<file path="src/rtl/sel_a2f_if.sv">
// Handshake/bus bundle between the TX packetiser and its sources/sink.
// master drives the sources and the FTDI full flag; slave is the packetiser.
interface sel_a2f_if #(
  parameter int FT_DATA_WIDTH = 32,
  parameter int IQ_PAIR_WIDTH = 24
);
  logic                     loopback;
  logic [IQ_PAIR_WIDTH-1:0] fifo_data_i;
  logic                     fifo_empty_i;
  logic                     fifo_enough_i;
  logic                     fifo_re_o;
  logic [FT_DATA_WIDTH-1:0] cpu_data_i;
  logic                     cpu_valid_i;
  logic                     cpu_re_o;
  logic [FT_DATA_WIDTH-1:0] data_o;
  logic                     we_o;
  logic                     full_i;

  modport master (
    output loopback, fifo_data_i, fifo_empty_i, fifo_enough_i,
           cpu_data_i, cpu_valid_i, full_i,
    input  fifo_re_o, cpu_re_o, data_o, we_o
  );

  modport slave (
    input  loopback, fifo_data_i, fifo_empty_i, fifo_enough_i,
           cpu_data_i, cpu_valid_i, full_i,
    output fifo_re_o, cpu_re_o, data_o, we_o
  );
endinterface

</file>
<file path="src/rtl/sel_a2f.sv">
// TX packetiser: frames IQ FIFO bursts and CPU messages into FTDI packets,
// arbitrating between them without interleaving; loopback streams raw IQ words.
module sel_a2f #(
  parameter int          FT_DATA_WIDTH    = 32,
  parameter int          IQ_PAIR_WIDTH    = 24,
  parameter int          QSTART_BIT_INDEX = 16,
  parameter logic [15:0] BURST_LEN        = 16'd256
) (
  input logic      clk_i,
  input logic      reset,
  sel_a2f_if.slave bus
);
  localparam int HALF = IQ_PAIR_WIDTH / 2;

  typedef enum logic [2:0] {IDLE, CPU_HDR, CPU_DATA, FIFO_HDR, FIFO_DATA} state_e;

  state_e                   state_q, state_d;
  logic [FT_DATA_WIDTH-1:0] data_q, data_d;
  logic                     we_q, we_d;
  logic [IQ_PAIR_WIDTH-1:0] skid_q, skid_d;
  logic                     skid_vld_q, skid_vld_d;
  logic                     pend_q, pend_d;
  logic [15:0]              cnt_q, cnt_d;
  logic [15:0]              rd_cnt_q, rd_cnt_d;
  logic                     prio_fifo_q, prio_fifo_d;
  logic                     out_rdy, fifo_src, fifo_take, rd_ok, rd_en, cpu_re;
  logic [IQ_PAIR_WIDTH-1:0] fifo_word;

  function automatic logic [FT_DATA_WIDTH-1:0] map_iq(input logic [IQ_PAIR_WIDTH-1:0] d);
    logic [FT_DATA_WIDTH-1:0] w;
    w = '0;
    w[QSTART_BIT_INDEX +: HALF] = d[IQ_PAIR_WIDTH-1:HALF];
    w[HALF-1:0]                 = d[HALF-1:0];
    return w;
  endfunction

  always_comb begin
    state_d     = state_q;
    data_d      = data_q;
    we_d        = we_q;
    skid_d      = skid_q;
    skid_vld_d  = skid_vld_q;
    cnt_d       = cnt_q;
    rd_cnt_d    = rd_cnt_q;
    prio_fifo_d = prio_fifo_q;
    cpu_re      = 1'b0;
    rd_ok       = 1'b0;

    out_rdy   = !we_q || !bus.full_i;
    fifo_src  = (state_q == IDLE) || (state_q == FIFO_DATA);
    fifo_word = skid_vld_q ? skid_q : bus.fifo_data_i;
    fifo_take = out_rdy && fifo_src && (skid_vld_q || pend_q);

    if (out_rdy) we_d = 1'b0;
    if (fifo_take) begin
      data_d = map_iq(fifo_word);
      we_d   = 1'b1;
    end

    // Skid drains first; returning read data parks there only on a stall.
    if (skid_vld_q) begin
      if (fifo_take) skid_vld_d = 1'b0;
    end else if (pend_q && !fifo_take) begin
      skid_d     = bus.fifo_data_i;
      skid_vld_d = 1'b1;
    end

    unique case (state_q)
      IDLE: begin
        rd_ok = bus.loopback;
        if (!bus.loopback && !skid_vld_q && !pend_q) begin
          if (bus.cpu_valid_i && (!bus.fifo_enough_i || !prio_fifo_q)) begin
            state_d     = CPU_HDR;
            prio_fifo_d = 1'b1;
          end else if (bus.fifo_enough_i) begin
            state_d     = FIFO_HDR;
            prio_fifo_d = 1'b0;
            cnt_d       = BURST_LEN;
            rd_cnt_d    = BURST_LEN;
          end
        end
      end
      CPU_HDR: begin
        if (out_rdy && bus.cpu_valid_i) begin
          cpu_re  = 1'b1;
          data_d  = {1'b1, bus.cpu_data_i[FT_DATA_WIDTH-2:0]};
          we_d    = 1'b1;
          cnt_d   = {8'd0, bus.cpu_data_i[27:20]};
          state_d = (bus.cpu_data_i[27:20] == 8'd0) ? IDLE : CPU_DATA;
        end
      end
      CPU_DATA: begin
        if (out_rdy && bus.cpu_valid_i) begin
          cpu_re = 1'b1;
          data_d = bus.cpu_data_i;
          we_d   = 1'b1;
          cnt_d  = cnt_q - 16'd1;
          if (cnt_q == 16'd1) state_d = IDLE;
        end
      end
      FIFO_HDR: begin
        rd_ok = (rd_cnt_q != 16'd0);
        if (out_rdy) begin
          data_d       = '0;
          data_d[15:0] = BURST_LEN;
          we_d         = 1'b1;
          state_d      = FIFO_DATA;
        end
      end
      FIFO_DATA: begin
        rd_ok = (rd_cnt_q != 16'd0);
        if (fifo_take) begin
          cnt_d = cnt_q - 16'd1;
          if (cnt_q == 16'd1) state_d = IDLE;
        end
      end
      default: state_d = IDLE;
    endcase

    // A read is only issued when its data is guaranteed a landing slot.
    rd_en  = rd_ok && out_rdy && !skid_vld_d && !bus.fifo_empty_i;
    pend_d = rd_en;
    if (rd_en && (state_q != IDLE)) rd_cnt_d = rd_cnt_q - 16'd1;
  end

  always_ff @(posedge clk_i or posedge reset) begin
    if (reset) begin
      state_q     <= IDLE;
      data_q      <= '0;
      we_q        <= 1'b0;
      skid_q      <= '0;
      skid_vld_q  <= 1'b0;
      pend_q      <= 1'b0;
      cnt_q       <= '0;
      rd_cnt_q    <= '0;
      prio_fifo_q <= 1'b0;
    end else begin
      state_q     <= state_d;
      data_q      <= data_d;
      we_q        <= we_d;
      skid_q      <= skid_d;
      skid_vld_q  <= skid_vld_d;
      pend_q      <= pend_d;
      cnt_q       <= cnt_d;
      rd_cnt_q    <= rd_cnt_d;
      prio_fifo_q <= prio_fifo_d;
    end
  end

  assign bus.data_o    = data_q;
  assign bus.we_o      = we_q;
  assign bus.fifo_re_o = rd_en && !reset;
  assign bus.cpu_re_o  = cpu_re;
endmodule

</file>
<file path="src/flat_wrapper.sv">
// flat-port wrapper written by rule: the top's interface ports become plain ports
module sel_a2f_flat 
#(
  parameter int          FT_DATA_WIDTH    = 32,
  parameter int          IQ_PAIR_WIDTH    = 24,
  parameter int          QSTART_BIT_INDEX = 16,
  parameter logic [15:0] BURST_LEN        = 16'd256
)
  (clk_i, reset, bus_loopback, bus_fifo_data_i, bus_fifo_empty_i, bus_fifo_enough_i, bus_cpu_data_i, bus_cpu_valid_i, bus_full_i, bus_fifo_re_o, bus_cpu_re_o, bus_data_o, bus_we_o);
  sel_a2f_if #(.FT_DATA_WIDTH(FT_DATA_WIDTH), .IQ_PAIR_WIDTH(IQ_PAIR_WIDTH)) bus_i ();
  input logic clk_i;
  input logic reset;
  input wire logic [$bits(bus_i.loopback)-1:0] bus_loopback;
  input wire logic [$bits(bus_i.fifo_data_i)-1:0] bus_fifo_data_i;
  input wire logic [$bits(bus_i.fifo_empty_i)-1:0] bus_fifo_empty_i;
  input wire logic [$bits(bus_i.fifo_enough_i)-1:0] bus_fifo_enough_i;
  input wire logic [$bits(bus_i.cpu_data_i)-1:0] bus_cpu_data_i;
  input wire logic [$bits(bus_i.cpu_valid_i)-1:0] bus_cpu_valid_i;
  input wire logic [$bits(bus_i.full_i)-1:0] bus_full_i;
  output wire logic [$bits(bus_i.fifo_re_o)-1:0] bus_fifo_re_o;
  output wire logic [$bits(bus_i.cpu_re_o)-1:0] bus_cpu_re_o;
  output wire logic [$bits(bus_i.data_o)-1:0] bus_data_o;
  output wire logic [$bits(bus_i.we_o)-1:0] bus_we_o;
  assign bus_i.loopback = bus_loopback;
  assign bus_i.fifo_data_i = bus_fifo_data_i;
  assign bus_i.fifo_empty_i = bus_fifo_empty_i;
  assign bus_i.fifo_enough_i = bus_fifo_enough_i;
  assign bus_i.cpu_data_i = bus_cpu_data_i;
  assign bus_i.cpu_valid_i = bus_cpu_valid_i;
  assign bus_i.full_i = bus_full_i;
  assign bus_fifo_re_o = bus_i.fifo_re_o;
  assign bus_cpu_re_o = bus_i.cpu_re_o;
  assign bus_data_o = bus_i.data_o;
  assign bus_we_o = bus_i.we_o;
  sel_a2f #(.FT_DATA_WIDTH(FT_DATA_WIDTH), .IQ_PAIR_WIDTH(IQ_PAIR_WIDTH), .QSTART_BIT_INDEX(QSTART_BIT_INDEX), .BURST_LEN(BURST_LEN)) u_core (.clk_i(clk_i), .reset(reset), .bus(bus_i));
endmodule
</file>
<file path="config.mk">
export PLATFORM = sky130hd
export DESIGN_NAME = sel_a2f_flat
export DESIGN_NICKNAME = d
export VERILOG_FILES = /design/src/rtl/sel_a2f_if.sv /design/src/rtl/sel_a2f.sv /design/src/flat_wrapper.sv
export SDC_FILE = /design/constraint.sdc
export NUM_CORES = 1
export LEC_CHECK = 0
export ABC_AREA = 1
export CAP_MARGIN = 0
export CORE_UTILIZATION = 40
export CTS_BUF_LIST = sky130_fd_sc_hd__clkbuf_8
export DETAILED_ROUTE_END_ITERATION = 10
export GPL_TIMING_DRIVEN = 0
export SKIP_CTS_REPAIR_TIMING = 1
export SLEW_MARGIN = 10
export SYNTH_ARGS = -nofsm -noshare
export SYNTH_HDL_FRONTEND = slang
export SYNTH_SLANG_ARGS = --single-unit
export TNS_END_PERCENT = 30
</file>
<file path="constraint.sdc">
create_clock -name clk_i -period 3.5 [get_ports clk_i]
set_input_delay 0.35 -clock clk_i [delete_from_list [all_inputs] [get_ports clk_i]]
set_output_delay 0.35 -clock clk_i [all_outputs]
set_load 0.1 [all_outputs]
</file>
**Yosys cells after proc, flatten, opt, wreduce, memory -nomap -nowiden**

Cells that the tools add are included.

- Register bits after elaboration: 95
- Input bits: 63
- Output and inout bits: 35
- Logic and storage cells: 107

- Add/sub/neg operators: 2
- Eq/ne operators: 14
- Multiplexer cells: 38
- Bitwise gates (word level): 1
- Reduce and logical (&&, ||, !) cells: 43

Operator list:

| kind | count |
|---|---|
| $mux W16 | 8 |
| $mux W32 | 4 |
| $pmux W32 S3 | 1 |
| $pmux W16 S4 | 1 |
| $sub A16 B1 Y16 const B | 2 |
| $mux W24 | 1 |
| $mux W3 | 8 |
| $eq A16 B1 Y1 const B | 1 |
| $reduce_bool A16 Y1 | 1 |
| $pmux W3 S5 | 1 |
| $logic_and A1 B1 Y1 | 12 |
| $logic_not A1 Y1 | 11 |
| $mux W1 | 11 |
| $logic_not A8 Y1 | 1 |
| $ne A2 B1 Y1 const B | 4 |
| $ne A2 B2 Y1 const B | 4 |
| $reduce_bool A2 Y1 | 4 |
| $reduce_and A7 Y1 | 1 |
| $eq A3 B2 Y1 const B | 2 |
| $reduce_and A6 Y1 | 1 |
| $logic_or A1 B1 Y1 | 4 |
| $pmux W1 S2 | 2 |
| $reduce_and A4 Y1 | 1 |
| $reduce_bool A4 Y1 | 1 |
| other kinds (10) | 11 |

**Longest topological paths before layout**

Gate-level depths: netlist (run 1).

- Depth after elaboration: 14
- Depth in mapped cells: 12
- Gate-level depth less buffers: 11

**Worst setup path after synthesis (run 1)**

No wires, ideal clock.

- Kind: register to output
- From: reg u_core.we_q, in the netlist u_core.bus.we_o
- To: out bus_fifo_re_o
- Data arrival time: 2.815 ns
- Data required time: 3.150 ns
- Path slack: 0.335 ns
- Cell stages (with the launch flop): 6
- Path buffers: 0
- Cell sequence: dfrtp_1 nand2_1 inv_1 nor3_4 nand2_1 nor2_1

- Longest elaborated chain between the ends: 12
- Elaborated cells on any way between the ends: 14
- Those cells by class: 3 x mux; 11 x reduce/logical

RTL lines:

| what | RTL line | RTL |
|---|---|---|
| from (decl) | sel_a2f.sv:19 | `logic we_q, we_d;` |
| from (signal assigned) | sel_a2f.sv:140 | `we_q <= we_d;` |
| $logic_not A1 Y1 (*) | sel_a2f.sv:49 | `out_rdy = !we_q \|\| !bus.full_i;` |
| $logic_or A1 B1 Y1 (*) | sel_a2f.sv:49 |  |
| $logic_and A1 B1 Y1 (2 in a row) | sel_a2f.sv:52 | `fifo_take = out_rdy && fifo_src && (skid_vld_q \|\| pend_q);` |
| $logic_not A1 Y1 | sel_a2f.sv:63 | `end else if (pend_q && !fifo_take) begin` |
| $logic_and A1 B1 Y1 | sel_a2f.sv:63 |  |
| $mux W1 | sel_a2f.sv:63 |  |
| $mux W1 | sel_a2f.sv:61 | `if (skid_vld_q) begin` |
| $logic_not A1 Y1 | sel_a2f.sv:121 | `rd_en = rd_ok && out_rdy && !skid_vld_d && !bus.fifo_empty_i;` |
| $logic_and A1 B1 Y1 (*) (2 in a row) | sel_a2f.sv:121 |  |
| $logic_and A1 B1 Y1 (*) | sel_a2f.sv:152 | `assign bus.fifo_re_o = rd_en && !reset;` |
| to (decl) | flat_wrapper.sv:20 | `output wire logic [$bits(bus_i.fifo_re_o)-1:0] bus_fifo_re_o;` |

Every way passes the cells marked *; elsewhere a longest branch is shown, timed or not.

**Worst setup path in the final report (run 1)**

- From: reg u_core.state_q[0]
- To: out bus_fifo_re_o

- Longest elaborated chain between the ends: 12
- Elaborated cells on any way between the ends: 18
- Those cells by class: 2 x eq/ne; 4 x mux; 12 x reduce/logical

RTL lines:

| what | RTL line | RTL |
|---|---|---|
| from (decl) | sel_a2f.sv:17 | `state_e state_q, state_d;` |
| from (signal assigned) | sel_a2f.sv:138 | `state_q <= state_d;` |
| $eq A3 B3 Y1 or $logic_not A3 Y1 (tied branches) | sel_a2f.sv:50, sel_a2f.sv:68 |  |
| $logic_or A1 B1 Y1 | sel_a2f.sv:50 | `fifo_src = (state_q == IDLE) \|\| (state_q == FIFO_DATA);` |
| $logic_and A1 B1 Y1 (2 in a row) | sel_a2f.sv:52 |  |
| $logic_not A1 Y1 | sel_a2f.sv:63 |  |
| $logic_and A1 B1 Y1 | sel_a2f.sv:63 |  |
| $mux W1 | sel_a2f.sv:63 |  |
| $mux W1 | sel_a2f.sv:61 |  |
| $logic_not A1 Y1 | sel_a2f.sv:121 |  |
| $logic_and A1 B1 Y1 (*) (2 in a row) | sel_a2f.sv:121 |  |
| $logic_and A1 B1 Y1 (*) | sel_a2f.sv:152 |  |

Marked as above.

==> flow_metrics.tcl, run 1 <==
set metrics [dict create \
    route.vias.total 5190 \
    worst_path_max_delay_cell "clkdlybuf4s50_1" \
    power_frac_clock 0.094 \
    worst_hold_slack_ns 0.4155 \
    status "finished, final reports clean" \
    timing.critical_path.fanout_max 6 \
    hpwlAfterDp_microns 11270 \
    io_pins 98 \
    synth_area_sq_mm 0.005475 \
    clk_latency_ns 0.38 \
    port_buffers 97 \
    finalWorstPathRequiredPeriod_ns 3.127 \
    fp.dieArea_sq_mm 0.01416 \
    switching_share 0.5453 \
    numCtsBuffers 9 \
    worst_path_largest_cell_delay_ns 1.14 \
    rsz0062_at_grt "false" \
    pwr-share-comb 0.629 \
    worst_setup_hold_path_clk_slew_ns 0.09 \
    initial_antenna_violation_count 0 \
    syn_nets 803 \
    post-place-cells 1010 \
    synthCells 736 \
    cts_root_buf "clkbuf_8" \
    routabilityCongestion 0.8818 \
    drt-total-wl_microns 15140 \
    htree_levels 3 \
    synthToLayoutAreaGrowth_pct 25.34 \
    synth_cell_types 36 \
    critPathMostFrequentCell "nand2_1" \
    crit_path_start_kind "register" \
    timing_worst_slew_pin_value_ns 1.036 \
    synth_area_per_cell_sq_um 7.439 \
    total_switching_power_mw 3.837 \
    cap_violations 0 \
    cts_tree "yes" \
    overflow 0 \
    seq_power_share 0.277 \
    ir_drop_v 0.0004828 \
    worstSetupEndpointType "output port" \
    layout-drive-gt1-share 0.07547 \
    via_count_of_the_first_global_routing_pass 5055 \
    final_ant_viol_nets 0 \
    maximum_clock_skew_at_final_layout_ns 0.008936 \
    start_util 0.4118 \
    final_cells 1024 \
    timing_worst_setup_path_type "reg -> out" \
    routedWlPerCell_microns 14.79 \
    intPower_mw 3.199 \
    route.detailed.vias_per_inst 5.068 \
    drc 0 \
    leakagePower_nw 3.294 \
    worstPathRequired_ns 3.15 \
    synth_seq_area_share 0.4342 \
    first_iter_violations 322 \
    final_util 0.5162 \
    timing.critical_path.cells "nor2_4, nand2_1, nand2_1, nand2_1, nand2_2, nand2_1, nor2_1, clkdlybuf4s50_1" \
    power.density_cell_area_mw_per_mm2 1025 \
    crit_arrival_ns 2.78 \
    achievable_clock_frequency_mhz 319.8 \
    max_slew_margin 0.3074 \
    grt_util_all_layers 0.2225 \
    max-clock-path-buffers 2 \
    maxSlewViolCount 0 \
    holdCritPathClass "in -> async" \
    yosys_warnings 0 \
    setup_viol 0 \
    design_area_sq_mm 0.006863 \
    placeableCoreArea_sq_mm 0.01330 \
    period_share 0.8935 \
    die-width_microns 119.0 \
    cts.sink_count 95 \
    placedInstanceArea_sq_mm 0.006696 \
    synth_seq_cells 95 \
    nets 912 \
    num_antenna_cells 0 \
    drt_pre_antenna_iters 5 \
    pin_count_of_the_biggest_net_entering_global_routing 55 \
    finalHoldViolations 0 \
    std_cell_rows 42 \
    first_pass_grt_wire_length_microns 25220 \
    die-height_microns 119.0 \
]
-- cells in the final DEF, fill, tap and decap left out, drive strengths merged, types with 2 or more instances in the layout --
cell,count
o21ai,85
nand2,221
o22ai,5
clkdlybuf4s50,96
buf,25
nor2,69
xnor2,6
clkbuf,18
nand4,4
a21oi,22
a21o,2
inv,84
a22o,5
ha,4
o21bai,6
xor2,9
dfrtp,95
o211ai,24
nand3,61
-- cell type report --
cell class                 count  area, sq um
clock buffer                  11        151.4
inverter                      82        312.8
multi-input combinational    528         2575
clock inverter                 3        12.51
sequential                    95         2377
tap                          176        220.2
timing repair buffer          98         1001
fill                        1315         6432
buffer                        31        212.7
-- metal layers --
layer	up-vias	global-route usage	wire length (microns)
met3	16	0.03161	643
li1	2598	-	-
met5	-	0	0
met4	0	0.07991	276
met1	2460	0.2967	7156
met2	116	0.3670	7068
-- path summary, 6_finish.rpt --
kind | startpoint | endpoint | slack [ns] | depth (start not counted)
min in group clk_i | u_core.skid_q[0] | u_core.skid_q[0] | 0.49 | 2
hold reg to reg | u_core.skid_q[0] | u_core.skid_q[0] | 0.49 | 2
setup / recovery | u_core.state_q[0] | bus_fifo_re_o | 0.37 | 8
setup reg to reg | u_core.cnt_q[0] | u_core.cnt_q[10] | 1.57 | 9
hold / removal | reset | u_core.rd_cnt_q[10] | 0.42 | 2
max in group asynchronous | reset | u_core.skid_q[8] | 2.43 | 3
-- power by group through the flow --
stage	clock network, mW	logic, mW	registers (mW)
floorplan	0	2.29	2.99
global placement	0	4.37	1.94
detailed placement	0	4.43	1.96
CTS	0.686	4.44	1.94
global route	0.721	4.84	2.01
finish	0.665	4.42	1.95
-- worst max-delay path: cells and delay by family, from the launching register on --
family / cells / cell delay (ns)
buf+inv: 1 / 1.14
simple gates: 7 / 0.81
flops: 1 / 0.46
-- cells by family (layout without fill, tap and decap cells) --
logic type,after synthesis,after routing,synth area share
flops,95,95,0.4342
simple gates,358,358,0.2756
fa+ha+maj,4,4,0.009141
xor+xnor,15,15,0.02400
compound gates,151,151,0.1616
buf+inv,113,225,0.09552
-- cell usage after synthesis --
library cell / n / share of area
a21o_1: 2 / 0.0027
a21oi_1: 21 / 0.019
a21oi_2: 1 / 0.0016
a22o_1: 5 / 0.0080
a22oi_1: 1 / 0.0014
buf_2: 8 / 0.0073
buf_4: 9 / 0.012
buf_6: 7 / 0.014
clkbuf_1: 7 / 0.0048
dfrtp_1: 95 / 0.43
ha_1: 4 / 0.0091
inv_1: 75 / 0.051
inv_2: 6 / 0.0041
inv_4: 1 / 0.0011
nand2_1: 215 / 0.15
nand2_2: 5 / 0.0057
nand2_4: 1 / 0.0021
nand3_1: 57 / 0.052
nand3_2: 3 / 0.0055
nand3_4: 1 / 0.0032
nand3b_1: 1 / 0.0014
nand4_1: 4 / 0.0046
nor2_1: 66 / 0.045
nor2_2: 2 / 0.0023
nor2_4: 1 / 0.0021
nor3_4: 1 / 0.0030
o211ai_1: 24 / 0.033
o21a_1: 1 / 0.0014
o21ai_0: 66 / 0.060
o21ai_1: 15 / 0.014
o21ai_2: 4 / 0.0064
o21bai_1: 6 / 0.0082
o22ai_1: 5 / 0.0057
or2_1: 1 / 0.0011
xnor2_1: 6 / 0.0096
xor2_1: 9 / 0.014
-- stage by stage --
step / TNS, ns / setup slack [ns] / power [mW]
2_1_floorplan: 0 / 0.3346 / 5.280
3_3_place_gp: -94.26 / -0.9989 / 6.302
3_5_place_dp: 0 / 0.07651 / 6.393
4_1_cts: 0 / 0.04448 / 7.073
5_1_grt: 0 / 0.2053 / 7.571
6_report: 0 / 0.3728 / 7.037
-- registers in the layout (all words and copies together) (netlist names) --
name and count:
u_core.bus.data_o 32, u_core.skid_q 24, u_core.cnt_q 16, u_core.rd_cnt_q 16
u_core.state_q 3, u_core.bus.we_o 1, u_core.pend_q 1, u_core.prio_fifo_q 1
u_core.skid_vld_q 1
Note: power is estimated with default switching activity, not from simulation.
==> run 2, diff against run 1 <==
--- a/config.mk
+++ b/config.mk
@@ -12,7 +12,7 @@
 export DETAILED_ROUTE_END_ITERATION = 10
 export GPL_TIMING_DRIVEN = 0
 export SKIP_CTS_REPAIR_TIMING = 1
-export SLEW_MARGIN = 10
+export SLEW_MARGIN = 40
 export SYNTH_ARGS = -nofsm -noshare
 export SYNTH_HDL_FRONTEND = slang
 export SYNTH_SLANG_ARGS = --single-unit
==> flow_metrics.tcl, run 2 (synthesis results as in run 1) <==
set metrics [dict create \
    cts_root_buf "clkbuf_8" \
    worst_hold_slack_ns 0.3361 \
    die-width_microns 119.0 \
    timing_worst_slew_pin_value_ns 0.5204 \
    grt_util_all_layers 0.2212 \
    crit_arrival_ns 2.36 \
    drt-total-wl_microns 14930 \
    timing.critical_path.cells "nand2_1, nand2_1, inv_1, nand2_1, inv_2, buf_2, buf_2" \
    largest_register_ffs 32 \
    initial_antenna_violation_count 0 \
    numCtsBuffers 9 \
    met3WireLength_microns 628 \
    cap_violations 0 \
    placeableCoreArea_sq_mm 0.01330 \
    cts.sink_count 95 \
    post-route-worst-setup-slack_ns 0.7943 \
    timing.reg2reg.setup_slack_ns 1.58 \
    setup.worst_path.end "bus_cpu_re_o" \
    start_util 0.4118 \
    layout-drive-gt1-share 0.1212 \
    via_count_of_the_first_global_routing_pass 5012 \
    drc 0 \
    critPathMostFrequentCell "nand2_1" \
    timing.reg2reg.worst_path_depth 9 \
    port_buffers 97 \
    period_share 0.7731 \
    critical_path.startpoint "u_core.bus.we_o" \
    final_ant_viol_nets 0 \
    place_ws_ns 0.7859 \
    cts_tree "yes" \
    routabilityCongestion 0.8818 \
    maximum_clock_skew_at_final_layout_ns 0.01512 \
    route.detailed.vias_per_inst 5.035 \
    crit_path_start_kind "register" \
    setup_viol 0 \
    met1_length_microns 6995 \
    final_cells 1026 \
    most_common_cell_after_layout_fill_and_taps_aside "nand2_1" \
    hpwlAfterDp_microns 11190 \
    leakagePower_nw 3.339 \
    std_cell_rows 42 \
    worst_path_max_delay_cell "buf_2" \
    finalHoldViolations 0 \
    max-clock-path-buffers 2 \
    first_pass_grt_wire_length_microns 25010 \
    worst_path_largest_cell_delay_ns 0.46 \
    post-place-cells 1010 \
    dr.max_layer_used "met4" \
    fp.dieArea_sq_mm 0.01416 \
    max_slew_margin 0.6555 \
    worstReg2RegStart "u_core.cnt_q[0]" \
    num_antenna_cells 0 \
    mostFrequentLayoutCells "215 x nand2_1, 95 x dfrtp_1, 74 x inv_1" \
    met2_wirelength_microns 7021 \
    worstSetupEndpointType "output port" \
    power.density_cell_area_mw_per_mm2 1044 \
    htree_levels 3 \
    die-height_microns 119.0 \
    holdCritPathClass "in -> async" \
    nets 912 \
    worstPathRequired_ns 3.15 \
    timing.critical_path.fanout_max 10 \
    overflow 0 \
    maxSlewViolCount 0 \
    route.vias.total 5166 \
    ir_drop_v 0.0004345 \
    rsz0062_at_grt "false" \
    routedWlPerCell_microns 14.55 \
    status "finished, final reports clean" \
    timing_worst_setup_path_type "reg -> out" \
    finalWorstPathRequiredPeriod_ns 2.706 \
    clk_latency_ns 0.38 \
    achievable_clock_frequency_mhz 369.6 \
    pin_count_of_the_biggest_net_entering_global_routing 68 \
    drt_pre_antenna_iters 8 \
    synthToLayoutAreaGrowth_pct 23.42 \
    io_pins 98 \
    worst_setup_hold_path_clk_slew_ns 0.09 \
    first_iter_violations 356 \
    critical_register_to_register_path_endpoint "u_core.cnt_q[10]" \
]
run 2: cell types whose count changed in the layout (fill, tap and decap cells not counted):
cell	delta
dlymetal6s2s_1	-1
inv_8	+1
buf_2	+35
inv_1	-2
clkinvlp_4	+2
bufinv_16	+2
clkdlybuf4s50_1	-34
inv_4	-1
run 2: worst min path at each step:
stage | slack, ns | end
5_1_grt | 0.36 | u_core.cnt_q[6]
2_1_floorplan | 0.45 | u_core.skid_q[14]
3_5_place_dp | 0.48 | u_core.skid_q[17]
4_1_cts | 0.34 | u_core.state_q[0]
6_report | 0.34 | u_core.rd_cnt_q[12]
3_3_place_gp | 0.47 | u_core.skid_q[19]
run 2: power breakdown:
| group | internal, mW | total [mW] | switching, mW |
|---|---|---|---|
| sequential | 1.57 | 1.94 | 0.368 |
| combinational | 1.19 | 4.26 | 3.07 |
| clock | 0.440 | 0.852 | 0.411 |
run 2: layout make-up:
| type | instances | area (sq um) |
|---|---|---|
| buffer | 31 | 212.7 |
| clock buffer | 11 | 151.4 |
| clock inverter | 5 | 80.08 |
| fill | 1330 | 6538 |
| inverter | 82 | 317.8 |
| multi-input combinational | 528 | 2575 |
| sequential | 95 | 2377 |
| tap | 176 | 220.2 |
| timing repair buffer | 98 | 823.3 |
run 2: per-layer routing:
metal,global-route usage,vias up
met2,0.3605,108
li1,-,2594
met5,0,-
met1,0.2956,2449
met3,0.03161,15
met4,0.08703,0
run 2: critical path: cells and delay by family, from the launching register on:
family | cells | cell delay, ns
flip-flops | 1 | 0.39
buffers and inverters | 4 | 1.02
AND/OR/NAND/NOR | 3 | 0.55
run 2: per-stage QoR:
step           cell area [sq um]  power, mW  utilization  TNS [ns]
2_1_floorplan               5475      5.280            -         0
4_1_cts                     6758      7.087       0.5083         0
6_report                    6758      7.052       0.5083         0
3_3_place_gp                6666      6.302       0.5014    -94.26
5_1_grt                     6758      7.608       0.5083         0
3_5_place_dp                6526      6.228       0.4909         0
